## src/rtl/fa_serial_adder_if.sv

```systemverilog
// Operand/result bundle for fa_serial_adder; the sub signal exists only when
// FA_SERIAL_SUB_EN is defined.
interface fa_serial_adder_if #(
   parameter int WIDTH = 16
);
   logic             start;
   logic [WIDTH-1:0] a;
   logic [WIDTH-1:0] b;
   logic             cin;
`ifdef FA_SERIAL_SUB_EN
   logic             sub;
`endif
   logic             busy;
   logic             done;
   logic [WIDTH-1:0] sum;
   logic             cout;
   logic             ovf;

   modport master (
`ifdef FA_SERIAL_SUB_EN
      output sub,
`endif
      output start, a, b, cin,
      input  busy, done, sum, cout, ovf
   );

   modport slave (
`ifdef FA_SERIAL_SUB_EN
      input  sub,
`endif
      input  start, a, b, cin,
      output busy, done, sum, cout, ovf
   );
endinterface

```

## src/rtl/fa_serial_adder.sv

```systemverilog
// Slice-serial WIDTH-bit adder, SLICE bits per clock, LSB slice first.
// Optional subtract mode is enabled by defining FA_SERIAL_SUB_EN.
module fa_serial_adder #(
   parameter int WIDTH = 16,
   parameter int SLICE = 4
) (
   input  logic            clk,
   input  logic            reset,
   fa_serial_adder_if.slave bus
);

   localparam int N     = WIDTH / SLICE;
   localparam int CNT_W = $clog2(N + 1);

   typedef enum logic [0:0] {IDLE, RUN} state_t;

   state_t           state_q, state_nx;
   logic [WIDTH-1:0] a_q, a_nx;
   logic [WIDTH-1:0] b_q, b_nx;
   logic [WIDTH-1:0] sum_q, sum_nx;
   logic             carry_q, carry_nx;
   logic [CNT_W-1:0] cnt_q, cnt_nx;
   logic             busy_q, busy_nx;
   logic             done_q, done_nx;
   logic             cout_q, cout_nx;
   logic             ovf_q, ovf_nx;

   logic [SLICE:0]   slice_res;
   int               idx;

   function automatic logic [SLICE:0] slice_add(input logic [SLICE-1:0] x,
                                                input logic [SLICE-1:0] y,
                                                input logic             c);
      return {1'b0, x} + {1'b0, y} + {{SLICE{1'b0}}, c};
   endfunction

   // Carry into the MSB is recovered as x^y^s of that bit, so no extra slice tap is needed.
   function automatic logic signed_ovf(input logic x_msb, input logic y_msb,
                                       input logic s_msb, input logic c_out);
      return x_msb ^ y_msb ^ s_msb ^ c_out;
   endfunction

   assign idx       = int'(cnt_q) * SLICE;
   assign slice_res = slice_add(a_q[idx +: SLICE], b_q[idx +: SLICE], carry_q);

   always_comb begin
      state_nx = state_q;
      a_nx     = a_q;
      b_nx     = b_q;
      sum_nx   = sum_q;
      carry_nx = carry_q;
      cnt_nx   = cnt_q;
      busy_nx  = busy_q;
      done_nx  = done_q;
      cout_nx  = cout_q;
      ovf_nx   = ovf_q;
      case (state_q)
         IDLE: begin
            done_nx = 1'b0;
            if (bus.start) begin
               a_nx = bus.a;
`ifdef FA_SERIAL_SUB_EN
               if (bus.sub) begin
                  b_nx     = ~bus.b;
                  carry_nx = 1'b1;
               end else begin
                  b_nx     = bus.b;
                  carry_nx = bus.cin;
               end
`else
               b_nx     = bus.b;
               carry_nx = bus.cin;
`endif
               cnt_nx   = '0;
               busy_nx  = 1'b1;
               state_nx = RUN;
            end
         end
         RUN: begin
            sum_nx[idx +: SLICE] = slice_res[SLICE-1:0];
            carry_nx             = slice_res[SLICE];
            cnt_nx               = cnt_q + 1'b1;
            if (cnt_q == CNT_W'(N - 1)) begin
               cout_nx  = slice_res[SLICE];
               ovf_nx   = signed_ovf(a_q[WIDTH-1], b_q[WIDTH-1],
                                     slice_res[SLICE-1], slice_res[SLICE]);
               busy_nx  = 1'b0;
               done_nx  = 1'b1;
               state_nx = IDLE;
            end
         end
         default: state_nx = IDLE;
      endcase
   end

   always_ff @(posedge clk) begin
      if (reset) begin
         state_q <= IDLE;
         a_q     <= '0;
         b_q     <= '0;
         sum_q   <= '0;
         carry_q <= 1'b0;
         cnt_q   <= '0;
         busy_q  <= 1'b0;
         done_q  <= 1'b0;
         cout_q  <= 1'b0;
         ovf_q   <= 1'b0;
      end else begin
         state_q <= state_nx;
         a_q     <= a_nx;
         b_q     <= b_nx;
         sum_q   <= sum_nx;
         carry_q <= carry_nx;
         cnt_q   <= cnt_nx;
         busy_q  <= busy_nx;
         done_q  <= done_nx;
         cout_q  <= cout_nx;
         ovf_q   <= ovf_nx;
      end
   end

   assign bus.busy = busy_q;
   assign bus.done = done_q;
   assign bus.sum  = sum_q;
   assign bus.cout = cout_q;
   assign bus.ovf  = ovf_q;

endmodule

```

## src/flat_wrapper.sv

```systemverilog
// flat-port wrapper written by rule: the top's interface ports become plain ports
module fa_serial_adder_flat 
#(
   parameter int WIDTH = 16,
   parameter int SLICE = 4
)
  (clk, reset, bus_start, bus_a, bus_b, bus_cin, bus_busy, bus_done, bus_sum, bus_cout, bus_ovf);
  fa_serial_adder_if #(.WIDTH(WIDTH)) bus_i ();
  input  logic clk;
  input  logic reset;
  input wire logic [$bits(bus_i.start)-1:0] bus_start;
  input wire logic [$bits(bus_i.a)-1:0] bus_a;
  input wire logic [$bits(bus_i.b)-1:0] bus_b;
  input wire logic [$bits(bus_i.cin)-1:0] bus_cin;
  output wire logic [$bits(bus_i.busy)-1:0] bus_busy;
  output wire logic [$bits(bus_i.done)-1:0] bus_done;
  output wire logic [$bits(bus_i.sum)-1:0] bus_sum;
  output wire logic [$bits(bus_i.cout)-1:0] bus_cout;
  output wire logic [$bits(bus_i.ovf)-1:0] bus_ovf;
  assign bus_i.start = bus_start;
  assign bus_i.a = bus_a;
  assign bus_i.b = bus_b;
  assign bus_i.cin = bus_cin;
  assign bus_busy = bus_i.busy;
  assign bus_done = bus_i.done;
  assign bus_sum = bus_i.sum;
  assign bus_cout = bus_i.cout;
  assign bus_ovf = bus_i.ovf;
  fa_serial_adder #(.WIDTH(WIDTH), .SLICE(SLICE)) u_core (.clk(clk), .reset(reset), .bus(bus_i));
endmodule
```

## config.mk

```make
export PLATFORM = sky130hd
export DESIGN_NAME = fa_serial_adder_flat
export DESIGN_NICKNAME = d
export VERILOG_FILES = /design/src/rtl/fa_serial_adder_if.sv /design/src/rtl/fa_serial_adder.sv /design/src/flat_wrapper.sv
export SDC_FILE = /design/constraint.sdc
export NUM_CORES = 1
export LEC_CHECK = 0
export ABC_AREA = 1
export ABC_CLOCK_PERIOD_IN_PS = 3000
export CAP_MARGIN = 20
export CORE_UTILIZATION = 25
export CTS_BUF_LIST = sky130_fd_sc_hd__clkbuf_8
export CTS_CLUSTER_SIZE = 16
export DETAILED_ROUTE_END_ITERATION = 12
export MAX_ROUTING_LAYER = met4
export PLACE_DENSITY = 0.49
export SYNTH_ARGS = -nofsm -noshare
export SYNTH_HDL_FRONTEND = slang
export SYNTH_SLANG_ARGS = --single-unit
export TNS_END_PERCENT = 30
```

## constraint.sdc

```tcl
create_clock -name clk -period 3 [get_ports clk]
set_input_delay 0.45 -clock clk [delete_from_list [all_inputs] [get_ports clk]]
set_output_delay 0.45 -clock clk [all_outputs]
set_load 0.01 [all_outputs]
```

==> summary.md <==
| Metric | Value |
|---|---|
| Top routing layer used | `met4` |
| Final number of max-transition violations | `0` |
| Initial core utilization | `a little over a quarter` |
| Remaining Overflow, GRT | `0` |
| Synthesized flop and latch total | `57` |
| Initial DRC count | `93` |
| Vias in the first global route | `about 2300` |
| Seq/Total Area, Yosys | `about 44%` |
| Status | `completed` |
| Number of I/O pins | `between 50 and 60` |
| Crit end category | `flop` |
| CTS Hold Buffers Added | `0` |
| GP Congestion | `around 0.86` |
| Layout cell share with drive strength beyond 1 | `about 8.8%` |
| Crit Path Class | `reg -> reg` |
| Clock buffer count from CTS | `9` |
| Tot Pwr | `1.86 mW` |
| Worst Skew | `around 10 ps` |
| Die Area | `between 10000 and 15000 µm²` |
| M1 wire length | `approximately 3.2 mm` |
| Final setup viols | `0` |
| Clock Sinks | `57` |
| Synth top area share | `43.9%` |
| Max Freq | `around 420 MHz` |
| First-pass GRT wire length | `11.2 mm` |
| FP Rows | `36` |
| Area grow syn2layout | `33.0%` |
| Sw Ratio | `between 20% and 30%` |
| Resized cells post-CTS | `0` |
| Async set-reset flop share out of synthesis | `0%` |
| Slew headroom | `55.3%` |
| VDD IR max | `approximately 220 µV` |
| Nets | `460` |
| Postcts setup bufs | `0` |
| Top post-synthesis cells by area | `dfxtp_1 (44%), nor2_1 (17%), o21ai_0 (10%), nand2_1 (4.3%), ha_1 (3.4%)` |
| Number of diodes | `0` |
| CTS tree | `built` |
| Worst Path Arrival | `2660 ps` |
| Largest stage delay, worst path | `430 ps` |
| Filler cell count | `~1100` |
| # DRC | `0` |
| CP Max Fanout | `22` |
| Final hold slack | `470 ps` |
| DR vias | `around 2400` |
| Final Cycle Share | `around four fifths` |
| Pint | `around 1.3 mW` |
| Most used cell, CP | `nand2_1` |
| Slowest CP cell | `fa_1` |
| Power share of the sequential group | `44.8%` |
| Synth top cells by count | `nor2_1 (116), dfxtp_1 (57), o21ai_0 (53)` |
| Post-Route WL | `~6.7 mm` |
| Width of the chip | `just over 100 µm` |
| Largest net degree at the start of global routing | `50` |
| Initial antenna violation count | `0` |
| Initial DRT Pass Iterations | `5` |
| Clk_lat worst skew | `between 300 and 400 ps` |
| Vias per cell | `~4.4` |
| Comb pwr share | `about a fifth` |
| Worst setup SP type | `flop` |
| Leakage | `between 1 and 1.5 nW` |
| Most used DFF post-synth | `dfxtp_1` |
| Wirelength per Cell | `about 12 µm` |
| Dpl cell area | `around 3300 µm²` |
| Synth area leader | `dfxtp_1` |
| Wire length on met2 | `approximately 3 mm` |
| Clock Tree Root | `clkbuf_8` |
| Gr usage total | `~14%` |
| Library cells used by synthesis | `28` |
| Syn. warnings | `0` |
| Number of max-cap violations | `0` |
| RSZ-0062 raised after global routing | `false` |
| Most common cell in the netlist | `nor2_1` |
| Slack of the worst reg-to-reg path | `approximately 620 ps` |
| Port Buffers | `55` |
| Cell area after synthesis | `2600 µm²` |
| Syn_nets | `a little over 400` |
| Syn Area/Cell | `~7 µm²` |
| Routed length on met3 | `approximately 320 µm` |
| CTS H-tree depth | `3` |
| Hold Vio Cnt, Final | `0` |
| PD cells | `about 540 nW/µm²` |
| Crit-path cells | `buf_4, nor2_1, nor2_1, o21ai_0, a21oi_1, fa_1, fa_1, nand3_1, nand2_1, nand2_1, nand2_1, nand2_1, nand3_1, nand2_1` |
| Worst Max-Slew Pin Slew | `~670 ps` |
| Hold Crit Class | `reg -> reg` |
| Period minus WS final | `around 2400 ps` |
| Post-route cell area | `between 3000 and 4000 µm²` |
| Clock power share | `35.6%` |
| Antenna Violating Nets Remaining | `0` |
| Final HPWL DP | `4.97 mm` |
| Post-synth EDFFs | `0` |
| Cells after synthesis | `361` |
| Die H | `104 µm` |
| Worst EP required | `3280 ps` |
| Clock Pin Slew Worst Setup and Hold Paths | `60 ps` |
| Clock tree buffer depth | `2` |
| TNS Setup | `0 ps` |
| Net Sw Power | `about 0.54 mW` |
| CORE AREA | `between 9000 and 10000 µm²` |
-- through the flow --
stage          util (%)  setup slack (ps)  std cells
6_report           34.9               624        552
5_1_grt            34.9               457        552
4_1_cts            34.9               655        552
3_5_place_dp       33.1               673        537
3_3_place_gp       33.1               733        537
2_1_floorplan         -               799        361
-- cell families (layout without fill, tap and decap cells) --
logic type	after synthesis	in the layout	synth area share, %
AOI/OAI and AO/OA	83	83	16.6
adders and majority gates	9	9	4.91
DFF	57	57	43.9
xor gates and xnor gates	1	1	0.337
and+or+nand+nor	169	169	27.6
buffers and inverters	42	100	6.64
-- layout make-up --
class                      instances  area [µm²]  share of cell area (%)
multi-input combinational        262        1290                    37.2
clock inverter                     6        52.6                    1.52
clock buffer                       9         124                    3.58
sequential                        57        1140                    33.0
tap                              133         166                    4.81
inverter                          27         103                    2.97
timing repair buffer              58         586                    16.9
-- power groups by stage --
stage	logic (mW)	registers [mW]	clock network (mW)
2_1_floorplan	0.234	0.843	0
3_3_place_gp	0.362	0.851	0
3_5_place_dp	0.368	0.851	0
4_1_cts	0.369	0.834	0.679
5_1_grt	0.414	0.839	0.719
6_report	0.366	0.833	0.662
-- sequential cells by signal, indices dropped and copies added (netlist names) --
signal,cells
u_core.bus.cout,1
u_core.bus.done,1
u_core.b_q,16
u_core.bus.sum,16
u_core.carry_q,1
u_core.state_q,1
u_core.a_q,16
u_core.bus.ovf,1
u_core.cnt_q,3
u_core.bus.busy,1
-- critical path: cells and delay by family, from the launching register on --
kind / cells / cell delay (ps)
fa+ha+maj: 2 / 850
buf+inv: 1 / 200
flops: 1 / 320
compound gates: 2 / 210
simple gates: 9 / 730
-- final timing paths --
path,cells after the start,endpoint,startpoint
worst max-delay path,14,u_core.bus.ovf,u_core.cnt_q[0]
worst min-delay path,2,u_core.bus.cout,u_core.bus.cout
worst max register to register,14,u_core.bus.ovf,u_core.cnt_q[0]
worst min register to register,2,u_core.bus.cout,u_core.bus.cout
-- cell usage in the layout (no fill, tap or decap), types with 2 or more instances in the layout --
cell | netlist | final
clkbuf_8 | 0 | 9
buf_4 | 0 | 2
a21oi_1 | 12 | 12
ha_1 | 7 | 7
nand2_1 | 30 | 30
nand3_1 | 12 | 12
inv_2 | 9 | 9
nor2_4 | 3 | 3
o22ai_1 | 4 | 4
clkdlybuf4s50_1 | 0 | 55
nor2_1 | 116 | 116
nand2_2 | 2 | 2
o21ai_0 | 53 | 53
fa_1 | 2 | 2
dfxtp_1 | 57 | 57
inv_1 | 17 | 19
o32ai_1 | 2 | 2
o21ai_1 | 10 | 10
clkinv_2 | 1 | 4
-- metal layers --
layer,vias up,global-route usage (%)
met2,61,21.8
met1,1074,16.2
li1,1274,-
met5,-,-
met3,8,4.95
met4,0,3.67
Note: power is estimated with default switching activity, not from simulation.
